[src/rtl/acc_pkg.sv]
// acc_pkg: shared definitions for the accumulator-CPU control sequencer.
//   - opcode constants decoded from G[14:12]
//   - sequencer state encoding (3 bits)
//   - run-mode constants
package acc_pkg;

   localparam logic [2:0] OP_HALT = 3'b000;
   localparam logic [2:0] OP_TCF  = 3'b001;
   localparam logic [2:0] OP_CA   = 3'b011;
   localparam logic [2:0] OP_AD   = 3'b110;

   localparam logic MANUAL_MODE    = 1'b1;
   localparam logic AUTOMATIC_MODE = 1'b0;

   typedef enum logic [2:0] {
      WAIT    = 3'd0,
      FETCH   = 3'd1,
      READ_OP = 3'd2,
      EXEC0   = 3'd3,
      EXEC1   = 3'd4,
      HALT    = 3'd5
   } state_t;

   // Instructions that take a direct memory operand and need EXEC1.
   function automatic logic is_mem_op(input logic [2:0] op);
      return (op == OP_CA) || (op == OP_AD);
   endfunction

endpackage

[src/rtl/acc_trig_sel.sv]
// acc_trig_sel: run-mode flip-flop and trigger selection.
//   clk, rst      : clock, synchronous active-high reset
//   step          : manual-mode advance pulse
//   tick          : automatic-mode advance pulse
//   toggle        : flips the mode
//   mode          : registered mode (1 = manual, 0 = automatic)
//   event_trig    : step or tick, chosen by the registered mode
module acc_trig_sel
   import acc_pkg::*;
#(
   parameter bit DEFAULT_MODE = 1'b1
) (
   input  logic clk,
   input  logic rst,
   input  logic step,
   input  logic tick,
   input  logic toggle,
   output logic mode,
   output logic event_trig
);

   always_ff @(posedge clk) begin
      if (rst) begin
         mode <= DEFAULT_MODE;
      end else if (toggle) begin
         mode <= ~mode;
      end
   end

   // Uses the registered mode, so a toggle arriving together with a trigger
   // still qualifies that trigger with the old mode.
   assign event_trig = (mode == MANUAL_MODE) ? step : tick;

endmodule

[src/rtl/acc_seq.sv]
// acc_seq: control sequencer for the accumulator-CPU datapath.
//   clk, rst   : clock, synchronous active-high reset (wins over all inputs)
//   step, tick : one-cycle advance pulses (manual / automatic mode)
//   toggle     : one-cycle pulse flipping the run mode
//   opcode     : G[14:12], sampled only in EXEC0/EXEC1
//   wg, incs, ws, addr_sel, wa, alu_add : datapath strobes
//   mode       : current run mode
//   halted     : core sits in HALT until reset
//   instr_done : pulse in the last execution cycle of every instruction
//   icount     : retired-instruction counter, wraps silently
//   state_dbg  : current sequencer state
//
// Interface semantics: step, tick and toggle are single-cycle events with no
// back-pressure. A trigger is consumed only in WAIT; anywhere else it is
// dropped, never queued. Strobes are one cycle wide except addr_sel, which
// holds through both memory-operand cycles.
module acc_seq
   import acc_pkg::*;
#(
   parameter bit DEFAULT_MODE = 1'b1,
   parameter int CW           = 8
) (
   input  logic          clk,
   input  logic          rst,
   input  logic          step,
   input  logic          tick,
   input  logic          toggle,
   input  logic [2:0]    opcode,
   output logic          wg,
   output logic          incs,
   output logic          ws,
   output logic          addr_sel,
   output logic          wa,
   output logic          alu_add,
   output logic          mode,
   output logic          halted,
   output logic          instr_done,
   output logic [CW-1:0] icount,
   output logic [2:0]    state_dbg
);

   state_t state;
   logic   event_trig;

   acc_trig_sel #(
      .DEFAULT_MODE (DEFAULT_MODE)
   ) u_trig_sel (
      .clk        (clk),
      .rst        (rst),
      .step       (step),
      .tick       (tick),
      .toggle     (toggle),
      .mode       (mode),
      .event_trig (event_trig)
   );

   always_ff @(posedge clk) begin
      if (rst) begin
         state  <= WAIT;
         icount <= '0;
      end else begin
         if (instr_done) begin
            icount <= icount + CW'(1);
         end
         case (state)
            WAIT:    if (event_trig) state <= FETCH;
            FETCH:   state <= READ_OP;
            READ_OP: state <= EXEC0;
            EXEC0: begin
               if (opcode == OP_HALT)     state <= HALT;
               else if (is_mem_op(opcode)) state <= EXEC1;
               else                        state <= WAIT;
            end
            EXEC1:   state <= WAIT;
            HALT:    state <= HALT;
            default: state <= WAIT;
         endcase
      end
   end

   // Strobes decode straight from the registered state and opcode; FETCH
   // relies on addr_sel = 0 so the ROM reads mem[S] on the falling edge.
   always_comb begin
      wg         = 1'b0;
      incs       = 1'b0;
      ws         = 1'b0;
      addr_sel   = 1'b0;
      wa         = 1'b0;
      alu_add    = 1'b0;
      instr_done = 1'b0;
      case (state)
         READ_OP: begin
            wg   = 1'b1;
            incs = 1'b1;
         end
         EXEC0: begin
            if (opcode == OP_TCF) begin
               ws         = 1'b1;
               instr_done = 1'b1;
            end else if (is_mem_op(opcode)) begin
               addr_sel = 1'b1;
            end else begin
               instr_done = 1'b1;
            end
         end
         EXEC1: begin
            addr_sel   = 1'b1;
            wa         = 1'b1;
            alu_add    = (opcode == OP_AD);
            instr_done = 1'b1;
         end
         default: ;
      endcase
   end

   assign halted    = (state == HALT);
   assign state_dbg = state;

endmodule

[config.mk]
export PLATFORM = sky130hd
export DESIGN_NAME = acc_seq
export DESIGN_NICKNAME = d
export VERILOG_FILES = /design/src/rtl/acc_pkg.sv /design/src/rtl/acc_trig_sel.sv /design/src/rtl/acc_seq.sv
export SDC_FILE = /design/constraint.sdc
export NUM_CORES = 1
export LEC_CHECK = 0
export CORE_MARGIN = 2
export CORE_UTILIZATION = 40
export DETAILED_ROUTE_END_ITERATION = 12
export DONT_BUFFER_PORTS = 1
export GPL_TIMING_DRIVEN = 0
export HOLD_SLACK_MARGIN = 0.03
export PLACE_DENSITY_LB_ADDON = 0.08
export SYNTH_ARGS = -nofsm -noshare
export SYNTH_HDL_FRONTEND = slang
export SYNTH_SLANG_ARGS = --single-unit
[constraint.sdc]
create_clock -name clk -period 1.3 [get_ports clk]
set_input_delay 0.13 -clock clk [delete_from_list [all_inputs] [get_ports clk]]
set_output_delay 0.13 -clock clk [all_outputs]
set_load 0.01 [all_outputs]
# Yosys cells after proc, flatten, opt, wreduce, memory -nomap -nowiden
# Index checks and enable logic that the tools add are counted.
dict set report totals {
  reg_bits 12
  in_bits 8
  output_inout_bits 20
  word_cells 33
}
dict set report classes {
  n_addsub 1
  eq_ne 9
  n_mux 16
  n_bitwise 1
  reduce_logical 3
}
# op count
set op_table {}
lappend op_table {{3-bit one-hot mux with 5 select lines} 1}
lappend op_table {{1-bit 2-to-1 mux} 10}
lappend op_table {{3-bit by 2-bit equality test with 1-bit output, second input constant} 3}
lappend op_table {{3-bit equality test, second input constant} 3}
lappend op_table {{3-bit 2-to-1 mux} 3}
lappend op_table {{8-bit by 1-bit adder with 8-bit output, second input constant} 1}
lappend op_table {{3-bit by 1-bit equality test with 1-bit output, second input constant} 2}
lappend op_table {{3-bit zero test} 2}
lappend op_table {{1-bit one-hot mux with 2 select lines} 2}
lappend op_table {{2-bit inequality test, second input constant} 1}
lappend op_table {{1-bit logical OR} 1}
lappend op_table {{1-bit NOT} 1}

# Depth between registers and ports, before layout
dict set report logic_depth {
  depth_word 5
  ltp_mapped 5
  mapped_depth_nobuf 5
}

# Hierarchy
# Synthesis repeated with hierarchy kept, for this count alone.
dict set report hier_totals {
  cells_unflattened 85
  area_unflattened_um2 760.7
}
# mod n_inst cells_each area_per_inst_um2 seq_area_each_um2
set by_module_without_submodules {}
lappend by_module_without_submodules {acc_seq 1 81 710.7 220.2}
lappend by_module_without_submodules {acc_trig_sel 1 4 50.0 20.0}

# Worst setup path after synthesis
# Ideal clock, no wire load.
dict set report synth_timing {
  path_kind {register -> register}
  from {reg state[2], in the netlist state_dbg[2]}
  to {reg icount[6]}
  setup_ns 0.121
  arrival_ns 1.356
  t_required_ns 1.179
  path_slack_ns -0.177
  stages_incl_launch_ff 6
  n_path_buf 0
  synth_period_minus_slack_ns 1.477
  path_cell_list {dfxtp_1 nor2b_4 nand2_2 inv_1 o211a_1 mux2_4}
}
dict set report synth_between {
  elab_chain_len 2
  word_cells_on_any_way 3
  cone_classes {2 x eq/ne; 1 x mux}
}
# item line_no
set synth_lines {}
lappend synth_lines {{from (decl)} acc_seq.sv:42} ;# state_t state;
lappend synth_lines {{from (signal assigned)} acc_seq.sv:59} ;# state <= WAIT;
lappend synth_lines {{from (signal assigned)} acc_seq.sv:66} ;# WAIT: if (event_trig) state <= FETCH;
lappend synth_lines {{from (signal assigned)} acc_seq.sv:67} ;# FETCH: state <= READ_OP;
lappend synth_lines {{3-bit equality test or 3-bit by 2-bit equality test with 1-bit output (tied branches)} acc_seq.sv:91} ;# case (state)
lappend synth_lines {{1-bit one-hot mux with 2 select lines (*)} acc_seq.sv:91}
lappend synth_lines {{to (signal assigned)} acc_seq.sv:63} ;# icount <= icount + CW'(1);
lappend synth_lines {{to (decl)} acc_seq.sv:38} ;# output logic [CW-1:0] icount,
# Every way passes the cells marked *; elsewhere a longest branch is shown, timed or not.
# A chain may end at the register's enable or synchronous reset.

# Worst setup path in the final report
dict set report layout_timing {
  from {reg state[2], in the netlist state_dbg[2]}
  to {out ws}
}
dict set report layout_between {
  elab_chain_len 2
}
# item line_no
set layout_lines {}
lappend layout_lines {{3-bit by 2-bit equality test with 1-bit output} acc_seq.sv:91}
lappend layout_lines {{1-bit 2-to-1 mux} acc_seq.sv:91}
lappend layout_lines {{to (decl)} acc_seq.sv:31} ;# output logic ws,
# No other way between the ends.

==> impl_results.md <==
* Status: finished with violations
* Failing checks: setup timing
* Highest achievable clock rate at 0.6693 GHz
* Most numerous cell in the Yosys netlist: dfxtp_1
* P_leak at 0.3857 nW
* Area leader, netlist: dfxtp_1
* Die W at 45.86 µm
* TritonRoute pass-1 iters at 4
* Finished Layout Cells at 110
* PwrDens at 889.7 mW/mm²
* # placed instances at 99
* Final worst-path cycle share at 114.9%
* Slew headroom at 66.88%
* Tightest Hold Check Type: input pin to flip-flop
* Slew at the pin closest to its max-slew limit at 496.8 ps
* I/O pins at 28
* Sequential element share of the synthesized area at 34.29%
* Crit-path cells: nand3b_1, buf_4, nor4b_4
* FP Rows at 15
* Worst EP required at 1170 ps
* Clock-pin slew on the worst setup and hold paths at 70 ps
* CTS H-tree lvls at 1
* Share of cells above drive strength 1 at 43.01%
* Worst r2r src: state_dbg[2]
* Worst setup path start: state_dbg[2]
* Maximum clock insertion buffer count at 2
* Flop-to-flop setup slack at -190 ps
* Nets at 103
* Initial DRC count at 6
* Worst clock skew at 1.851 ps
* Vias in the first global route at 573
* CTS tree: built
* DIE AREA at 0.002103 mm²
* Clk_lat worst skew at 270 ps
* First-pass GRT wire length at 2366 µm
* Maxcap violations at 0
* Placed Area at 762.0 µm²
* Synthesized netlist cell count at 82
* Detail Route Antenna Nets at 0
* CP max stage delay at 380 ps
* Mapped Area at 700.7 µm²
* Routed wire per std cell at 13.92 µm
* Die Height at 45.86 µm
* Initial antenna violation count at 0
* Final min period at 1494 ps
* Filler cell count at 160
* Largest net degree at the start of global routing at 11
* CTS Buf Count at 3
* CP Capture Type: output pin
* Core area at 0.001689 mm²
* YS warnings at 0
* Clock net sink count at 12
* Worst EP arrival at 1360 ps
* Hold Startpoint: opcode[1]
* Post-synth top cells: 12 x dfxtp_1, 7 x nor2_1, 7 x nor2b_1, 7 x nor3_1, 6 x a21oi_1
* Avg Inst Size Synth at 8.545 µm²
* Port Buffers at 0
* Async SR Flop Fraction at 0%
* CP Max Fanout at 6
* Vias at 608
* Net count after synthesis at 91
* Hold Violations, Final at 0
* Maximum vdd ir drop at 0.5086 mV
* Distinct cells, synth at 29
* Ys flop type: dfxtp_1
* Seq cells post-synth at 12
* Largest cells by area after synthesis: dfxtp_1 34%, mux2_2 8.0%, nor2b_1 6.3%
* Area Growth Syn to Fin at 37.14%
* Vias per inst at 5.527
* GR Overflow Total at 0
* Hold WS at 166.7 ps
* Post-synth top area share at 34.29%
* Final HPWL DP at 1087 µm
* Final instance area at 960.9 µm²
* Ant diodes at 0
* Total GRT Usage at 15.59%
* DRC errors left at 0
* CP Class: flip-flop to output pin
* RSZ-0062 raised after global routing: yes
* Slowest cell on crit path: dfxtp_4
* Final setup fails at 12
* Wirelength, routed at 1531 µm
* Placer Congestion at 0.6987
* Root Buffer Master: clkbuf_4
* Fin worst setup slack at -194.0 ps
* Crit start category: flip-flop
* Max-slew violations at 0
* Initial Util at 41.48%
* Number of synthesized flops with an enable pin at 0
## path summary, 6_finish.rpt
path | endpoint | depth (start not counted)
worst max-delay path | ws | 3
worst min-delay path | state_dbg[2] | 3
worst max register to register | icount[6] | 4
worst min register to register | state_dbg[1] | 1
## power breakdown
group | total (mW) | internal [mW] | switching (mW) | leakage [nW]
Sequential | 0.418 | 0.384 | 0.0333 | 0.0992
Clock | 0.296 | 0.170 | 0.126 | 0.0210
Combinational | 0.141 | 0.0669 | 0.0742 | 0.266
Total | 0.855 | 0.622 | 0.233 | 0.386
## layout make-up
cell class | count | area (µm²) | area share (%)
inverters | 2 | 7.507 | 0.7812
well taps | 17 | 21.27 | 2.214
clock buffers | 4 | 36.28 | 3.776
multi-input cells | 65 | 560.5 | 58.33
plain buffers | 3 | 15.01 | 1.562
repair buffers | 7 | 71.32 | 7.422
flip-flops and latches | 12 | 249.0 | 25.91
## through the flow
step / setup slack [ps] / setup TNS, ps / power (mW) / utilization [%]
6_report: -194.0 / -1377 / 0.8550 / 56.89
5_1_grt: -261.7 / -2205 / 0.9073 / 56.89
4_1_cts: -210.8 / -1610 / 0.8538 / 52.74
3_5_place_dp: -196.3 / -946.7 / 0.5335 / 45.11
3_3_place_gp: -182.1 / -876.2 / 0.5324 / 45.11
2_1_floorplan: -59.55 / -213.9 / 0.5143 / -
## cells in the final DEF (no fill, tap or decap), drive strengths merged, types with 2 or more instances in the layout
master	count
o21ai	4
nor2	7
mux2	6
clkbuf	6
nor3	7
and2	4
nand3	2
nand2	6
a21oi	7
xnor2	2
buf	7
nor2b	8
a21o	2
inv	2
dfxtp	12
## sequential cells by signal (all words and copies together) (netlist names)
name             cells
icount               8
u_trig_sel.mode      1
state_dbg            3
## worst max-delay path, delay by kind of cell, from the launching register on
| kind | cells | cell delay [ps] |
|---|---|---|
| flops | 1 | 380 |
| buf+inv | 1 | 200 |
| simple gates | 2 | 520 |
## routing by layer
layer	GRT usage, %	wire [µm]	vias up
met5	0	0	-
met1	19.47	721	281
li1	-	-	304
met4	3.429	9	0
met3	7.143	114	2
met2	24.44	686	21
## kinds of logic (layout without fill, tap and decap cells)
family | count (synthesis) | after routing | share of synthesized area (%)
muxes | 7 | 7 | 11.61
buffers and inverters | 5 | 16 | 3.215
AOI/OAI and AO/OA | 16 | 16 | 14.64
DFF | 12 | 12 | 34.29
adders and majority gates | 1 | 1 | 1.785
and+or+nand+nor | 38 | 38 | 29.64
xor gates and xnor gates | 3 | 3 | 4.823
## repair_timing
item,4_1_cts,5_1_grt
buffers inserted,4,2
pin swaps,5,1
hold buffers,1,0
endpoints found under the hold margin,1,0
endpoints found under the setup margin,11,15
gates resized for setup,10,10
No activity file was read; power rests on OpenSTA's default activity.
